`src/rtl/bus_arbiter4.sv`:
```
// ---------------------------------------------------------------------------
// bus_arbiter4
//   Four-way round-robin arbiter for one shared 32-bit bus port. One requester
//   is granted at a time. The grant is held until the slave acknowledges, the
//   requester withdraws, or the watchdog expires. After every release there is
//   one IDLE cycle in which the next winner is chosen.
//
// Parameters
//   TIMEOUT   max BUSY cycles without bus_ack before forced release (0 = off)
//   CNT_W     watchdog counter width (TIMEOUT must be < 2**CNT_W)
//
// Ports
//   clk        in   1  system clock, rising edge
//   rst        in   1  asynchronous active-high reset
//   req        in   4  request vector, bit i = requester i
//   bus_ack    in   1  slave completion strobe for the current transaction
//   gnt        out  4  one-hot grant, zero when idle
//   sel        out  2  index of the granted requester (mux select)
//   bus_valid  out  1  transaction active toward the slave
//   timeout    out  1  one-cycle pulse when the watchdog forces release
// ---------------------------------------------------------------------------
module bus_arbiter4 #(
  parameter int unsigned TIMEOUT = 16,
  parameter int unsigned CNT_W   = 8
) (
  input  logic       clk,
  input  logic       rst,
  input  logic [3:0] req,
  input  logic       bus_ack,
  output logic [3:0] gnt,
  output logic [1:0] sel,
  output logic       bus_valid,
  output logic       timeout
);

  localparam int unsigned N_REQ = 4;
  localparam int unsigned SEL_W = 2;

  // Watchdog is compiled out of the release decision when TIMEOUT is zero.
  localparam bit                WD_EN   = (TIMEOUT != 0);
  localparam int unsigned       TO_LAST_I = (TIMEOUT == 0) ? 0 : (TIMEOUT - 1);
  localparam logic [CNT_W-1:0]  TO_LAST = CNT_W'(TO_LAST_I);

  typedef enum logic [0:0] {
    ST_IDLE = 1'b0,
    ST_BUSY = 1'b1
  } state_t;

  // Registered state and outputs.
  state_t             r_state;
  logic [N_REQ-1:0]   r_gnt;
  logic [SEL_W-1:0]   r_sel;
  logic               r_bus_valid;
  logic               r_timeout;
  logic [SEL_W-1:0]   r_prio;
  logic [CNT_W-1:0]   r_cnt;

  // Next-state values.
  state_t             w_state_nxt;
  logic [N_REQ-1:0]   w_gnt_nxt;
  logic [SEL_W-1:0]   w_sel_nxt;
  logic               w_bus_valid_nxt;
  logic               w_timeout_nxt;
  logic [SEL_W-1:0]   w_prio_nxt;
  logic [CNT_W-1:0]   w_cnt_nxt;

  // Arbitration result.
  logic               w_win_found;
  logic [SEL_W-1:0]   w_win_idx;

  // BUSY release conditions.
  logic               w_granted_req;
  logic               w_expire;

  // Round-robin pick: first set request scanning prio, prio+1, ... mod 4.
  always_comb begin
    w_win_found = 1'b0;
    w_win_idx   = '0;
    for (int i = 0; i < N_REQ; i++) begin
      logic [SEL_W-1:0] cand;
      cand = r_prio + SEL_W'(i);
      if (!w_win_found && req[cand]) begin
        w_win_found = 1'b1;
        w_win_idx   = cand;
      end
    end
  end

  assign w_granted_req = req[r_sel];
  assign w_expire      = WD_EN && (r_cnt == TO_LAST);

  // State and output register.
  always_ff @(posedge clk or posedge rst) begin
    if (rst) begin
      r_state     <= ST_IDLE;
      r_gnt       <= '0;
      r_sel       <= '0;
      r_bus_valid <= 1'b0;
      r_timeout   <= 1'b0;
      r_prio      <= '0;
      r_cnt       <= '0;
    end else begin
      r_state     <= w_state_nxt;
      r_gnt       <= w_gnt_nxt;
      r_sel       <= w_sel_nxt;
      r_bus_valid <= w_bus_valid_nxt;
      r_timeout   <= w_timeout_nxt;
      r_prio      <= w_prio_nxt;
      r_cnt       <= w_cnt_nxt;
    end
  end

  // Next-state and output logic.
  always_comb begin
    w_state_nxt     = r_state;
    w_gnt_nxt       = r_gnt;
    w_sel_nxt       = r_sel;
    w_bus_valid_nxt = r_bus_valid;
    w_timeout_nxt   = 1'b0;
    w_prio_nxt      = r_prio;
    w_cnt_nxt       = r_cnt;

    unique case (r_state)
      ST_IDLE: begin
        // sel is left alone while idle so the mux output stays stable.
        w_gnt_nxt       = '0;
        w_bus_valid_nxt = 1'b0;
        w_cnt_nxt       = '0;
        if (w_win_found) begin
          w_state_nxt     = ST_BUSY;
          w_gnt_nxt       = N_REQ'(1) << w_win_idx;
          w_sel_nxt       = w_win_idx;
          w_bus_valid_nxt = 1'b1;
        end
      end

      ST_BUSY: begin
        // Ack wins over both abort and expiry, so a late ack never pulses timeout.
        if (bus_ack || !w_granted_req || w_expire) begin
          w_state_nxt     = ST_IDLE;
          w_gnt_nxt       = '0;
          w_bus_valid_nxt = 1'b0;
          w_prio_nxt      = r_sel + SEL_W'(1);
          w_cnt_nxt       = '0;
          w_timeout_nxt   = !bus_ack && w_granted_req && w_expire;
        end else begin
          w_cnt_nxt = r_cnt + CNT_W'(1);
        end
      end

      default: begin
        w_state_nxt     = ST_IDLE;
        w_gnt_nxt       = '0;
        w_bus_valid_nxt = 1'b0;
        w_cnt_nxt       = '0;
      end
    endcase
  end

  assign gnt       = r_gnt;
  assign sel       = r_sel;
  assign bus_valid = r_bus_valid;
  assign timeout   = r_timeout;

endmodule

```
`config.mk`:
```
export PLATFORM = sky130hd
export DESIGN_NAME = bus_arbiter4
export DESIGN_NICKNAME = d
export VERILOG_FILES = /design/src/rtl/bus_arbiter4.sv
export SDC_FILE = /design/constraint.sdc
export NUM_CORES = 1
export LEC_CHECK = 0
export ABC_AREA = 1
export CAP_MARGIN = 20
export CORE_UTILIZATION = 40
export DETAILED_ROUTE_END_ITERATION = 8
export SYNTH_ARGS = -nofsm -noshare
export SYNTH_HDL_FRONTEND = slang
export SYNTH_SLANG_ARGS = --single-unit
```
`constraint.sdc`:
```
create_clock -name clk -period 1.7 [get_ports clk]
set_input_delay 0.34 -clock clk [delete_from_list [all_inputs] [get_ports clk]]
set_output_delay 0.34 -clock clk [all_outputs]
set_load 0.05 [all_outputs]
```
==> out/metrics.csv <==
metric,value,unit
die_y,55.4,microns
drive_above_1_share,0.213,
synth_nets,168,
synth_area_leaders,"dfrtp_1 42%, nand2_1 20%, inv_1 5.9%, nand2_2 5.5%, nor2_1 4.0%",
cpMostUsedCell,nand2_1,
cp.arrival,1.77,ns
timing.final.ws_setup,0.146,ns
vias,1027,
wl,2.35,mm
syn_to_final_growth,21.3,%
yosys.cell_types.count,25,
final_core_util,0.534,
rsz0062_at_grt,yes,
finClkSkew,0.00163,ns
cpPeakStageDelay,0.50,ns
ir_drop,1.34,mV
period_needed,1.55,ns
fmax,644,MHz
fin_crit_sh,0.914,
cts_sinks,19,
gp_congestion,0.961,
timing_hold_violations_final,0,
crit_fanout,7,
max_cap_viol_count,0,
cts_max_level,1,
fp.dieW,55.4,microns
drc,0,
startpoint_type,input port,
ios,15,
maxSlewHeadroom,0.784,
worst_pin_slew,0.325,ns
clkTransAtPathRegs,0.10,ns
wire_per_inst,11.0,microns
cpMaxStageDelayCell,clkdlybuf4s50_1,
grt_overflow,0,
grt_util_all_layers,0.176,
layout_commonest_cell,nand2_1,
via_per_inst,4.82,
final-setup-viol-count,0,
seq_area_frac_synth,0.417,
fp.dieArea,3070,sq um
final_nets,192,
dpl.hpwl,1.87,mm
netlist_instances,160,
crit_chain,"clkdlybuf4s50_1, inv_1, nand2_1, o211ai_1, nand2_1, nand2_1, nor2_2, nand2_4, buf_4, nor3_1",
placed_cell_area,1340,sq um
grt_pass1_wl,4.26,mm
endpoint_kind,flop,
drtPass1Iterations,5,
clockBufferDepth,2,
netlist_area,1140,sq um
power_density,1730,nW/um^2
cts-root-buf,clkbuf_4,
insertion_delay,0.30,ns
required,1.92,ns
final_cell_mix,"60 x nand2_1, 19 x dfrtp_1, 18 x inv_1, 14 x buf_4, 11 x nor2_1",
regToRegSetupSlack,0.17,ns
yosys_warnings,0,
initialDrtViolationCount,80,
cts_tree,yes,
grt_pass1_vias,1081,
start_util,0.440,
grt_max_degree,20,
antenna_found_initial,0,
crit_type,input port to flop,
postCtsHoldBufs,0,
synth_top_area_frac,0.417,
fin_setup_tns,0,ns
final_area,1380,sq um
diodes,0,
p_total,2.39,mW
slew_violations,0,
coreArea,2590,sq um
rows,18,
crit_family,buffers and inverters,
status,finished clean,
synth_top_cell_by_area,dfrtp_1,
pre_cts_slack,-0.210,ns
leakage,0.728,nW
n_fill_cell,246,
path_buf_inv,3,
numCtsBuffers,3,
synth-seq-cells,19,
postRouteAntennaNets,0,
io_buffer_count,14,
avgSynthCellArea,7.12,sq um
hold_class,input port to asynchronous set/reset pin,
## report_power, final
part | internal (mW) | leakage, nW | switching (mW)
clock network | 0.0917 | 0.0150 | 0.135
registers | 0.562 | 0.251 | 0.107
logic | 0.544 | 0.462 | 0.956
total | 1.20 | 0.728 | 1.20
## what timing repair did
| action | in CTS | in global routing |
|---|---|---|
| setup buffers | 0 | 1 |
| setup endpoints to repair | 0 | 1 |
| resized for setup | 0 | 3 |
## flip-flops by register name, summed over array words and instances (netlist names)
name and flops:
r_cnt 8, gnt 4, r_prio 2, sel 2, bus_valid 1, r_state 1
timeout 1
## worst min-delay path: stages
cell	delay, ns
clkdlybuf4s50_1	0.40
inv_1	0.05
buf_4	0.25
## stage by stage
step / std cells / hold slack [ns]
final: 213 / 0.358
after global routing: 213 / 0.386
after CTS: 212 / 0.347
after detailed placement: 208 / 0.441
after global placement: 208 / 0.437
after floorplan: 160 / 0.291
## area by class of cell
type | instances | area [sq um] | area share
Clock buffer | 4 | 26.3 | 0.0190
Inverter | 24 | 92.6 | 0.0670
Multi-Input combinational cell | 115 | 566 | 0.409
Sequential cell | 19 | 475 | 0.344
Tap cell | 30 | 37.5 | 0.0271
Timing Repair Buffer | 21 | 185 | 0.134
## logic make-up (layout without fill, tap and decap cells)
family,after synthesis,in the layout,synth area share
simple gates,98,98,0.386
buf+inv,26,49,0.0933
flops,19,19,0.417
compound gates,13,13,0.0691
xor+xnor,3,3,0.0231
fa+ha+maj,1,1,0.0110
## per-layer routing
metal | vias to the layer above | part of all wire | global-route usage
met3 | 9 | 0.023 | 0.0141
met2 | 18 | 0.50 | 0.315
met1 | 464 | 0.44 | 0.195
met4 | 0 | 0.044 | 0.125
met5 | - | 0 | 0
li1 | 536 | - | -
## path summary, 6_finish.rpt
path	startpoint	end	cells after the start
setup / recovery	req[1]	r_cnt[5]	10
hold / removal	rst	r_prio[0]	3
setup reg to reg	r_cnt[0]	r_prio[1]	8
hold reg to reg	r_cnt[0]	r_cnt[0]	1
max in group asynchronous	rst	bus_valid	3
min in group clk	r_cnt[0]	r_cnt[0]	1
## Yosys cell counts
cell type	instances
a21oi_1	1
a31oi_1	1
and3_1	1
buf_6	1
clkbuf_2	1
dfrtp_1	19
ha_1	1
inv_1	18
inv_2	6
nand2_1	60
nand2_2	10
nand3_1	5
nand3_2	3
nand4_1	2
nor2_1	12
nor2_4	1
nor3_1	3
nor3b_1	1
o211ai_1	2
o21a_1	2
o21ai_0	4
o21ai_1	2
o21bai_1	1
xnor2_1	1
xor2_1	2
Power figures use the tool's default switching activity.
